$ cat src/rtl/mux_frame_acc.sv
// Frame accumulator: sums FRAME_LEN accepted samples, queues each frame sum with a wrapping tag in a 2-entry show-ahead buffer.
// Optional build macro MUX_FRAME_ACC_SAT_EN clamps each pushed sum to the signed DATA_W range and flags it in overflow.
module mux_frame_acc #(
   parameter int DATA_W    = 16,
   parameter int FRAME_LEN = 256,
   localparam int ACC_W    = DATA_W + $clog2(FRAME_LEN)
) (
   input  logic              clk,
   input  logic              rst,
   input  logic              din_valid,
   input  logic [DATA_W-1:0] din,
   output logic              sum_valid,
   input  logic              sum_ready,
   output logic [ACC_W-1:0]  sum_data,
   output logic [7:0]        sum_tag,
   output logic              overflow
);
   localparam int CNT_W = $clog2(FRAME_LEN);
   localparam logic [CNT_W-1:0] LAST = CNT_W'(FRAME_LEN - 1);

   logic [ACC_W-1:0] acc_q, acc_d;
   logic [CNT_W-1:0] cnt_q, cnt_d;
   logic [7:0]       tag_q, tag_d;
   logic [1:0]       count_q, count_d;
   logic             valid_q, valid_d;
   logic             ovf_q, ovf_d;
   logic [ACC_W-1:0] head_data_q, head_data_d, tail_data_q, tail_data_d;
   logic [7:0]       head_tag_q, head_tag_d, tail_tag_q, tail_tag_d;

   logic [ACC_W-1:0] din_ext;
   logic [ACC_W-1:0] sum_full;
   logic [ACC_W-1:0] push_val;
   logic             sat_hit;
   logic             push;
   logic             pop;

   assign din_ext  = {{(ACC_W-DATA_W){din[DATA_W-1]}}, din};
   assign sum_full = acc_q + din_ext;
   assign push     = din_valid && (cnt_q == LAST);
   assign pop      = valid_q && sum_ready;

`ifdef MUX_FRAME_ACC_SAT_EN
   localparam logic [ACC_W-1:0] SAT_MAX = {{(ACC_W-DATA_W+1){1'b0}}, {(DATA_W-1){1'b1}}};
   localparam logic [ACC_W-1:0] SAT_MIN = {{(ACC_W-DATA_W+1){1'b1}}, {(DATA_W-1){1'b0}}};

   always_comb begin
      push_val = sum_full;
      sat_hit  = 1'b0;
      if ($signed(sum_full) > $signed(SAT_MAX)) begin
         push_val = SAT_MAX;
         sat_hit  = 1'b1;
      end else if ($signed(sum_full) < $signed(SAT_MIN)) begin
         push_val = SAT_MIN;
         sat_hit  = 1'b1;
      end
   end
`else
   assign push_val = sum_full;
   assign sat_hit  = 1'b0;
`endif

   always_comb begin
      acc_d       = acc_q;
      cnt_d       = cnt_q;
      tag_d       = tag_q;
      count_d     = count_q;
      ovf_d       = ovf_q;
      head_data_d = head_data_q;
      head_tag_d  = head_tag_q;
      tail_data_d = tail_data_q;
      tail_tag_d  = tail_tag_q;

      if (din_valid) begin
         if (push) begin
            acc_d = '0;
            cnt_d = '0;
            tag_d = tag_q + 8'd1;
         end else begin
            acc_d = sum_full;
            cnt_d = cnt_q + 1'b1;
         end
      end

      // Pop first so a push sees the post-pop occupancy; a full buffer popping this cycle still accepts the new sum.
      if (pop) begin
         head_data_d = tail_data_q;
         head_tag_d  = tail_tag_q;
         count_d     = count_q - 2'd1;
      end

      if (push) begin
         if (count_d == 2'd0) begin
            head_data_d = push_val;
            head_tag_d  = tag_q;
            count_d     = 2'd1;
         end else if (count_d == 2'd1) begin
            tail_data_d = push_val;
            tail_tag_d  = tag_q;
            count_d     = 2'd2;
         end else begin
            ovf_d = 1'b1;
         end
         if (sat_hit) begin
            ovf_d = 1'b1;
         end
      end

      valid_d = (count_d != 2'd0);
   end

   always_ff @(posedge clk) begin
      if (rst) begin
         acc_q       <= '0;
         cnt_q       <= '0;
         tag_q       <= '0;
         count_q     <= '0;
         valid_q     <= 1'b0;
         ovf_q       <= 1'b0;
         head_data_q <= '0;
         head_tag_q  <= '0;
         tail_data_q <= '0;
         tail_tag_q  <= '0;
      end else begin
         acc_q       <= acc_d;
         cnt_q       <= cnt_d;
         tag_q       <= tag_d;
         count_q     <= count_d;
         valid_q     <= valid_d;
         ovf_q       <= ovf_d;
         head_data_q <= head_data_d;
         head_tag_q  <= head_tag_d;
         tail_data_q <= tail_data_d;
         tail_tag_q  <= tail_tag_d;
      end
   end

   assign sum_valid = valid_q;
   assign sum_data  = head_data_q;
   assign sum_tag   = head_tag_q;
   assign overflow  = ovf_q;
endmodule
$ cat config.mk
export PLATFORM = sky130hd
export DESIGN_NAME = mux_frame_acc
export DESIGN_NICKNAME = d
export VERILOG_FILES = /design/src/rtl/mux_frame_acc.sv
export SDC_FILE = /design/constraint.sdc
export NUM_CORES = 1
export LEC_CHECK = 0
export BUFFER_PORTS_ARGS = -buffer_cell sky130_fd_sc_hd__buf_2
export CAP_MARGIN = 10
export CORE_ASPECT_RATIO = 0.5
export CORE_MARGIN = 2
export CORE_UTILIZATION = 25
export DETAILED_ROUTE_END_ITERATION = 10
export PLACE_DENSITY_LB_ADDON = 0.3
export SLEW_MARGIN = 0
export SYNTH_ARGS = -nofsm -noshare
export SYNTH_HDL_FRONTEND = slang
export SYNTH_SLANG_ARGS = --single-unit
$ cat constraint.sdc
create_clock -name clk -period 2.85 [get_ports clk]
set_clock_uncertainty 0.15 [all_clocks]
set_input_delay 0.1425 -clock clk [delete_from_list [all_inputs] [get_ports clk]]
set_output_delay 0.1425 -clock clk [all_outputs]
set_load 0.02 [all_outputs]
==> results of run 1 <==
## flip-flops by register name, summed over array words and instances, names as in the netlist
signal,flops
acc_q,24
sum_data,24
tail_data_q,24
cnt_q,8
sum_tag,8
tag_q,8
tail_tag_q,8
count_q,2
overflow,1
sum_valid,1
## cell families (layout without fill, tap and decap cells)
family          Yosys count  in the layout
mux                       3              3
simple gates            287            287
xor+xnor                 34             34
fa+ha+maj                29             29
flops                   108            108
compound gates          168            168
buf+inv                  57            107
## layer usage
layer | up-vias | share of wire [%] | GRT usage, %
met5 | - | 0 | 0
met3 | 16 | 3.8 | 3.55
met1 | 2424 | 48 | 16.3
li1 | 2546 | - | -
met4 | 0 | 1.5 | 3.47
met2 | 81 | 47 | 21.7
## through the flow
| step | hold WS [ns] | instance area, µm² |
|---|---|---|
| finish | 0.0621 | 6680 |
| CTS | 0.0560 | 6630 |
| global placement | 0.292 | 6320 |
| global route | 0.0774 | 6680 |
| detailed placement | 0.297 | 6320 |
| floorplan | 0.205 | 5660 |
## cells in the mapped netlist, types with 3 or more instances
| master | instances |
|---|---|
| nand2_1 | 97 |
| and3_1 | 14 |
| a21oi_1 | 54 |
| nor3b_1 | 5 |
| clkbuf_1 | 35 |
| dfxtp_1 | 108 |
| buf_2 | 11 |
| inv_1 | 7 |
| nor2b_1 | 11 |
| a211o_1 | 3 |
| buf_4 | 4 |
| nor3_1 | 12 |
| nand4_1 | 10 |
| o211ai_1 | 5 |
| nor2_1 | 66 |
| o21bai_1 | 3 |
| a211oi_1 | 27 |
| nor4b_1 | 5 |
| nand3b_1 | 7 |
| xnor2_1 | 14 |
| and2_1 | 6 |
| xor2_1 | 20 |
| a311oi_1 | 22 |
| o21ai_0 | 13 |
| nand2b_1 | 4 |
| or3_1 | 4 |
| a21o_1 | 10 |
| mux2i_1 | 3 |
| nand3_1 | 34 |
| ha_1 | 28 |
| o21ai_1 | 11 |
## final timing paths
kind | end | cells past startpoint
max reg2reg | sum_data[14] | 9
min | overflow | 2
max | sum_data[14] | 9
min reg2reg | tail_data_q[1] | 2
## final cells by class
class	instances	area share, %
tap	300	5.62
clock buffer	9	3.37
inverter	7	0.393
timing repair buffer	84	7.68
multi-input combinational	521	49.3
clock inverter	7	1.25
sequential	108	32.4
## repair_timing
item / in CTS / in global routing
setup endpoints to repair: 0 / 7
gates resized for setup: 0 / 6
setup buffers: 0 / 3
## worst max-delay path, stage by stage (launching register included)
cell      delay, ns
dfxtp_1        0.32
ha_2           0.19
fa_2           0.39
a21o_1         0.22
a221oi_2       0.31
o211a_4        0.23
a21oi_2        0.09
o41ai_4        0.37
xor2_1         0.21
a211oi_1       0.09
## power by group
part           leakage (nW)  internal (W)  total [W]  switching (W)
logic                  1.61      0.000322   0.000806       0.000484
clock network         0.151      0.000632    0.00130       0.000664
registers             0.875       0.00156    0.00159      0.0000324
total                  2.63       0.00251    0.00369        0.00118
==> run summary, run 1 <==
flop2flop setup slack: 0.16 ns
post-synth cell types: 58
starting density of the core: 25.8%
number of fill cells: 2311
register area share after synthesis: 38.2%
Post-synth EDFFs: 0
Pwr Density: 553 nW/µm²
mapped cell area: 5660 µm²
TritonCTS buffer count: 9
Final Max Tran Viols: 0
Multi-input gate area: 3290 µm²
dpl hpwl: 10700 µm
Synth top area share: 38.2%
WS Path Type: flop to flop
unrepaired setup endpoints after global routing: false
fin nets: 780
mux contribution to synthesized area: 0.530%
post-synthesis compound-gate area fraction: 20.9%
Worst-Skew Late Latency: 0.37 ns
Hold Vio Cnt, Final: 0
antenna diode count: 0
Syn Inst Count: 686
Critical R2R Launch: acc_q[0]
grt ovf: 0
Synth Area in Adders: 6.54%
Residual DRC: 0
Avg WL per Cell: 14.8 µm
DRT Pass-1 Iters: 4
# IOs: 54
CP arrival: 2.78 ns
largest cells by area after synthesis: dfxtp_1, nand2_1, ha_1, a21oi_1, nor2_1
placed cell count: 1017
Longest Clk Path Bufs: 2
vias in the first global route: 4818
Synth Area in Simple Gates: 24.3%
Finished Core Util: 30.4%
CTS tree: yes
cell taking the most area after synthesis: dfxtp_1
Most used DFF post-synth: dfxtp_1
Non-Filler Instances: 1036
die area: 23900 µm²
initial drt markers: 288
hold_sp: rst
Final ANT Viol Nets: 0
drt via density: 4.89
crit-path max FO: 4
Req. time, crit path: 2.94 ns
detailed-route via count: 5067
average size of a mapped cell: 8.26 µm²
clk root buf: clkbuf_16
leading cell type in the layout, fill and taps excluded: dfxtp_1
clock slew at reported path FFs: 0.08 ns
Std-Cell Rows: 38
outcome: completed
largest net degree at the start of global routing: 48
maximum VDD drop: 0.227 mV
Syn. warnings: 0
pre-CTS setup slack: 0.145 ns
Post-synth ARST share: 0%
Leak: 2.63 nW
Die Wd: 217 µm
most frequent cells in the layout: dfxtp_1, nand2_1, nor2_1
post-synthesis register bit count: 108
MaxCap Viol Count: 0
setup violators final: 0
GRT Overall Usage: 13.0%
post-synthesis xor/xnor area fraction: 5.26%
Pwr Total: 0.00369 W
die height: 110 µm
Port Buffers: 53
CTS Hold Bufs: 0
final critical-path share of the clock period: 94.3%
initial antenna violation count: 0
routability cong.: 0.880
min cycle time layout: 2.69 ns
slack of the critical path: 0.162 ns
hold crit path type: input pin to flop
CP endpoint kind: flop
H-Tree Level Count: 3
total negative slack: 0 ns
startpoint types: flop
maximum clock rate: 372 MHz
Area Growth Syn to Fin: 18.0%
syn_nets: 735
share of layout cells above drive strength 1: 16.3%
Seq. cell area: 2160 µm²
worst relative slew slack: 49.1%
clk sink count: 108
crit path launch: acc_q[0]
largest family of logic cells by synthesized area: simple AND/OR/NAND/NOR gates
final wirelength: 15300 µm
core area: 22000 µm²
Slew @ Worst Pin: 0.761 ns
global-route wire length before repair: 25000 µm
(Power assumes the default switching activity.)
==> inputs of run 2 (changes only) <==
--- a/config.mk
+++ b/config.mk
@@ -11,7 +11,7 @@
 export CORE_MARGIN = 2
 export CORE_UTILIZATION = 25
 export DETAILED_ROUTE_END_ITERATION = 10
-export PLACE_DENSITY_LB_ADDON = 0.3
+export PLACE_DENSITY_LB_ADDON = 0.08
 export SLEW_MARGIN = 0
 export SYNTH_ARGS = -nofsm -noshare
 export SYNTH_HDL_FRONTEND = slang
==> run summary, run 2 (same netlist as run 1, synthesis figures left out) <==
total negative slack: 0 ns (unchanged)
Hold Vio Cnt, Final: 0 (unchanged)
CTS tree: yes (unchanged)
outcome: completed (unchanged)
core area: 22000 µm² (unchanged)
Final ANT Viol Nets: 0 (unchanged)
CTS Hold Bufs: 0 (unchanged)
Pwr Density: 563 nW/µm² (was 553 nW/µm²)
worst relative slew slack: 42.7% (was 49.1%)
clk root buf: clkbuf_16 (unchanged)
WS Path Type: flop to flop (unchanged)
pre-CTS setup slack: 0.0390 ns (was 0.145 ns)
DRT Pass-1 Iters: 4 (unchanged)
H-Tree Level Count: 3 (unchanged)
initial drt markers: 223 (was 288)
maximum VDD drop: 0.227 mV (about the same)
Avg WL per Cell: 16.2 µm (was 14.8 µm)
critical path cell sequence: ha_2 > fa_2 > a21o_1 > a221oi_4 > o211a_4 > a21oi_2 > o41ai_2 > xor2_1 > a211oi_2 (was ha_2 > fa_2 > a21o_1 > a221oi_2 > o211a_4 > a21oi_2 > o41ai_4 > xor2_1 > a211oi_1)
starting density of the core: 25.8% (unchanged)
drt via density: 4.79 (was 4.89)
detailed-route via count: 4977 (was 5067)
final wirelength: 16800 µm (was 15300 µm)
maximum clock rate: 362 MHz (was 372 MHz)
die height: 110 µm (unchanged)
TritonCTS buffer count: 9 (unchanged)
leading cell type in the layout, fill and taps excluded: dfxtp_1 (unchanged)
critical path's slowest cell: o41ai_2 (was fa_2)
Leak: 2.63 nW (about the same)
Longest Clk Path Bufs: 2 (unchanged)
clk sink count: 108 (unchanged)
CP arrival: 2.83 ns (was 2.78 ns)
Comb pwr share: 22.7% (was 21.8%)
setup violators final: 0 (unchanged)
Worst-Skew Late Latency: 0.37 ns (about the same)
GRT Overall Usage: 14.3% (was 13.0%)
antenna diode count: 0 (unchanged)
Buf/Inv on CP: 0 (unchanged)
vias in the first global route: 4791 (was 4818)
global-route wire length before repair: 26900 µm (was 25000 µm)
crit-path max cell delay: 0.38 ns (was 0.39 ns)
die area: 23900 µm² (unchanged)
fin nets: 782 (was 780)
largest net degree at the start of global routing: 58 (was 48)
Req. time, crit path: 2.92 ns (was 2.94 ns)
most frequent cells in the layout: dfxtp_1, nand2_1, nor2_1 (unchanged)
final critical-path share of the clock period: 96.8% (was 94.3%)
Internal: 0.00258 W (was 0.00251 W)
delay-heaviest family, CP: compound AO/OA/AOI/OAI gates (unchanged)
Area Growth Syn to Fin: 18.2% (was 18.0%)
Psw: 0.00118 W (about the same)
Residual DRC: 0 (unchanged)
startpoint types: flop (unchanged)
clock share of power: 35.1% (about the same)
# IOs: 54 (unchanged)
Final Max Tran Viols: 0 (unchanged)
Slew @ Worst Pin: 0.856 ns (was 0.761 ns)
clock slew at reported path FFs: 0.08 ns (about the same)
crit-path max FO: 4 (unchanged)
CP endpoint kind: flop (unchanged)
MaxCap Viol Count: 0 (unchanged)
dpl hpwl: 11900 µm (was 10700 µm)
Port Buffers: 53 (unchanged)
share of layout cells above drive strength 1: 16.8% (was 16.3%)
initial antenna violation count: 0 (unchanged)
hold crit path type: input pin to flop (unchanged)
Switching Share: 31.4% (was 32.0%)
min cycle time layout: 2.76 ns (was 2.69 ns)
unrepaired setup endpoints after global routing: true (was false)
grt ovf: 0 (unchanged)
Die Wd: 217 µm (unchanged)
Sequential Power Share: 42.2% (was 43.1%)
Std-Cell Rows: 38 (unchanged)
slack of the critical path: 0.0903 ns (was 0.162 ns)
routability cong.: 0.750 (was 0.880)
run 2: changes by cell type in the layout (fill, tap and decap cells not counted), moves of 2 or more:
cell,change
inv_8,-3
a211oi_1,-2
a211oi_2,+2
buf_4,+2
clkinv_2,+2
clkinv_8,-2
run 2: layer usage:
metal / track usage (%) / vias to the layer above / routed length, µm
met3: 3.09 / 13 / 439
met1: 19.3 / 2360 / 8480
met4: 3.42 / 0 / 169
met5: 0 / - / 0
met2: 23.2 / 50 / 7760
li1: - / 2554 / -
run 2: stage by stage:
stage	hold WS, ns	utilization [%]	std cells	total power, W	area, µm²
finish	0.125	30.5	1038	0.00377	6700
global route	0.143	30.5	1038	0.00398	6700
CTS	0.110	30.3	1037	0.00383	6650
detailed placement	0.297	28.9	1021	0.00247	6350
global placement	0.291	28.9	1021	0.00247	6350
floorplan	0.205	-	686	0.00219	5660
run 2: final cells by class:
type	count	area, µm²
fillers	2372	15300
flip-flops and latches	108	2160
repair buffers	86	528
inverters	7	26.3
well taps	300	375
multi-input cells	521	3300
clock buffers	9	225
clock inverters	7	75.1
run 2: path summary, 6_finish.rpt:
check,endpoint,depth (start not counted),start,slack [ns]
setup / recovery,sum_data[14],9,acc_q[0],0.09
hold / removal,tail_data_q[0],4,din[0],0.12
setup reg to reg,sum_data[14],9,acc_q[0],0.09
hold reg to reg,tail_tag_q[5],2,tail_tag_q[5],0.31
run 2: power by group through the flow:
stage | registers, W | clock network [W] | logic (W)
3_3_place_gp | 0.00162 | 0 | 0.000849
2_1_floorplan | 0.00161 | 0 | 0.000580
5_1_grt | 0.00159 | 0.00144 | 0.000949
6_report | 0.00159 | 0.00132 | 0.000856
3_5_place_dp | 0.00162 | 0 | 0.000844
4_1_cts | 0.00159 | 0.00139 | 0.000851
run 2: what timing repair did:
item	4_1_cts	5_1_grt
resized for setup	0	8
endpoints found under the setup margin	0	21
setup buffers	0	1
run 2: worst register-to-register path: stages, from the launching register on:
cell	delay (ns)
dfxtp_1	0.32
ha_2	0.19
fa_2	0.35
a21o_1	0.23
a221oi_4	0.32
o211a_4	0.24
a21oi_2	0.08
o41ai_2	0.38
xor2_1	0.27
a211oi_2	0.10
==> inputs of run 3 (changes only) <==
--- a/config.mk
+++ b/config.mk
@@ -9,7 +9,7 @@
 export CAP_MARGIN = 10
 export CORE_ASPECT_RATIO = 0.5
 export CORE_MARGIN = 2
-export CORE_UTILIZATION = 25
+export CORE_UTILIZATION = 40
 export DETAILED_ROUTE_END_ITERATION = 10
 export PLACE_DENSITY_LB_ADDON = 0.08
 export SLEW_MARGIN = 0
==> run summary, run 3 (same netlist as run 1, synthesis figures left out) <==
share of layout cells above drive strength 1: 15.3% (was 16.8%)
Final Max Tran Viols: 0 (unchanged)
startpoint types: flop (unchanged)
starting density of the core: 41.3% (was 25.8%)
min cycle time layout: 2.71 ns (was 2.76 ns)
crit-path max FO: 5 (was 4)
DRT Pass-1 Iters: 5 (was 4)
# IOs: 54 (unchanged)
worst relative slew slack: 50.7% (was 42.7%)
grt ovf: 0 (unchanged)
clk sink count: 108 (unchanged)
delay-heaviest family, CP: simple AND/OR/NAND/NOR gates (was compound AO/OA/AOI/OAI gates)
clock slew at reported path FFs: 0.08 ns (about the same)
Port Buffers: 53 (unchanged)
MaxCap Viol Count: 0 (unchanged)
H-Tree Level Count: 3 (unchanged)
TritonCTS buffer count: 9 (unchanged)
design area: 6490 µm² (was 6700 µm²)
core area: 13700 µm² (was 22000 µm²)
CP endpoint kind: flop (unchanged)
Internal: 0.00249 W (was 0.00258 W)
die height: 88.1 µm (was 110 µm)
routability cong.: 0.843 (was 0.750)
initial drt markers: 321 (was 223)
Comb pwr share: 22.2% (was 22.7%)
post-placement cell area: 6180 µm² (was 6350 µm²)
antenna diode count: 0 (unchanged)
detailed-route via count: 4973 (was 4977)
Sequential Power Share: 43.7% (was 42.2%)
Final ANT Viol Nets: 0 (unchanged)
Worst-Skew Late Latency: 0.35 ns (was 0.37 ns)
Finished Core Util: 47.4% (was 30.5%)
GRT Overall Usage: 20.2% (was 14.3%)
dpl hpwl: 10200 µm (was 11900 µm)
outcome: completed (unchanged)
CTS tree: yes (unchanged)
Hold Vio Cnt, Final: 0 (unchanged)
critical path cell sequence: ha_1 > and2_1 > nand3_2 > nor4_1 > o211ai_1 > a221oi_2 > xnor2_1 > a211oi_1 (was ha_2 > fa_2 > a21o_1 > a221oi_4 > o211a_4 > a21oi_2 > o41ai_2 > xor2_1 > a211oi_2)
Leak: 2.61 nW (was 2.63 nW)
CP arrival: 2.83 ns (about the same)
final critical-path share of the clock period: 95.2% (was 96.8%)
global-route wire length before repair: 24100 µm (was 26900 µm)
clk root buf: clkbuf_16 (unchanged)
clock share of power: 34.1% (was 35.1%)
crit-path max cell delay: 0.46 ns (was 0.38 ns)
largest net degree at the start of global routing: 81 (was 58)
most frequent cells in the layout: dfxtp_1, nand2_1, nor2_1 (unchanged)
Die Wd: 172 µm (was 217 µm)
Avg WL per Cell: 15.9 µm (was 16.2 µm)
WS Path Type: flop to flop (unchanged)
maximum VDD drop: 0.310 mV (was 0.227 mV)
unrepaired setup endpoints after global routing: false (was true)
setup violators final: 0 (unchanged)
initial antenna violation count: 0 (unchanged)
final wirelength: 14700 µm (was 16800 µm)
leading cell type in the layout, fill and taps excluded: dfxtp_1 (unchanged)
Pwr Density: 560 nW/µm² (was 563 nW/µm²)
critical path's slowest cell: nor4_1 (was o41ai_2)
Non-Filler Instances: 924 (was 1038)
maximum clock rate: 368 MHz (was 362 MHz)
Residual DRC: 0 (unchanged)
vias in the first global route: 4606 (was 4791)
slack of the critical path: 0.135 ns (was 0.0903 ns)
Req. time, crit path: 2.97 ns (was 2.92 ns)
CTS Hold Bufs: 0 (unchanged)
Std-Cell Rows: 30 (was 38)
Slew @ Worst Pin: 0.737 ns (was 0.856 ns)
Psw: 0.00114 W (was 0.00118 W)
total negative slack: 0 ns (unchanged)
die area: 15200 µm² (was 23900 µm²)
Longest Clk Path Bufs: 2 (unchanged)
placed cell count: 907 (was 1021)
fin nets: 776 (was 782)
hold crit path type: input pin to flop (unchanged)
drt via density: 5.38 (was 4.79)
Switching Share: 31.5% (was 31.4%)
pre-CTS setup slack: 0.0839 ns (was 0.0390 ns)
Area Growth Syn to Fin: 14.6% (was 18.2%)
Buf/Inv on CP: 0 (unchanged)
number of fill cells: 1382 (was 2372)
-- run 3: cell count changes in the layout (fill, tap and decap cells not counted), sizes merged --
cell and delta:
buf -6, bufinv -1, clkbuf +1
-- run 3: area by class of cell --
cell class	instances	area (µm²)	area share [%]
clock buffer	10	229	3.53
clock inverter	6	58.8	0.906
inverter	7	26.3	0.405
multi-input combinational	521	3280	50.5
sequential	108	2160	33.3
tap	192	240	3.70
timing repair buffer	80	495	7.63
-- run 3: metal layers --
layer  up-vias  routed length (µm)  track usage, %
met5         -                   0               0
met4         0                  82            3.82
met3        11                 419            3.57
met2        72                6550            33.0
met1      2351                7650            28.4
li1       2539                   -               -
-- run 3: power groups by stage --
| stage | clock network [W] | logic (W) | registers (W) |
|---|---|---|---|
| detailed placement | 0 | 0.000798 | 0.00162 |
| global placement | 0 | 0.000793 | 0.00162 |
| global route | 0.00133 | 0.000902 | 0.00160 |
| CTS | 0.00128 | 0.000803 | 0.00159 |
| finish | 0.00124 | 0.000809 | 0.00159 |
| floorplan | 0 | 0.000580 | 0.00161 |
-- run 3: what timing repair did --
| item | CTS | global route |
|---|---|---|
| buffers inserted | 0 | 1 |
| gates resized for setup | 0 | 3 |
| setup endpoints to repair | 0 | 6 |
-- run 3: per-stage QoR --
| step | power, W | hold WS, ns |
|---|---|---|
| floorplan | 0.00219 | 0.205 |
| global placement | 0.00242 | 0.292 |
| detailed placement | 0.00242 | 0.297 |
| CTS | 0.00367 | 0.0167 |
| global route | 0.00383 | 0.0358 |
| finish | 0.00364 | 0.0278 |
-- run 3: worst paths after layout --
path,startpoint,end,slack (ns),cells after the start
worst max-delay path,acc_q[15],sum_data[23],0.14,8
worst min-delay path,rst,acc_q[13],0.03,2
worst max register to register,acc_q[15],sum_data[23],0.14,8
worst min register to register,tail_data_q[13],tail_data_q[13],0.31,2
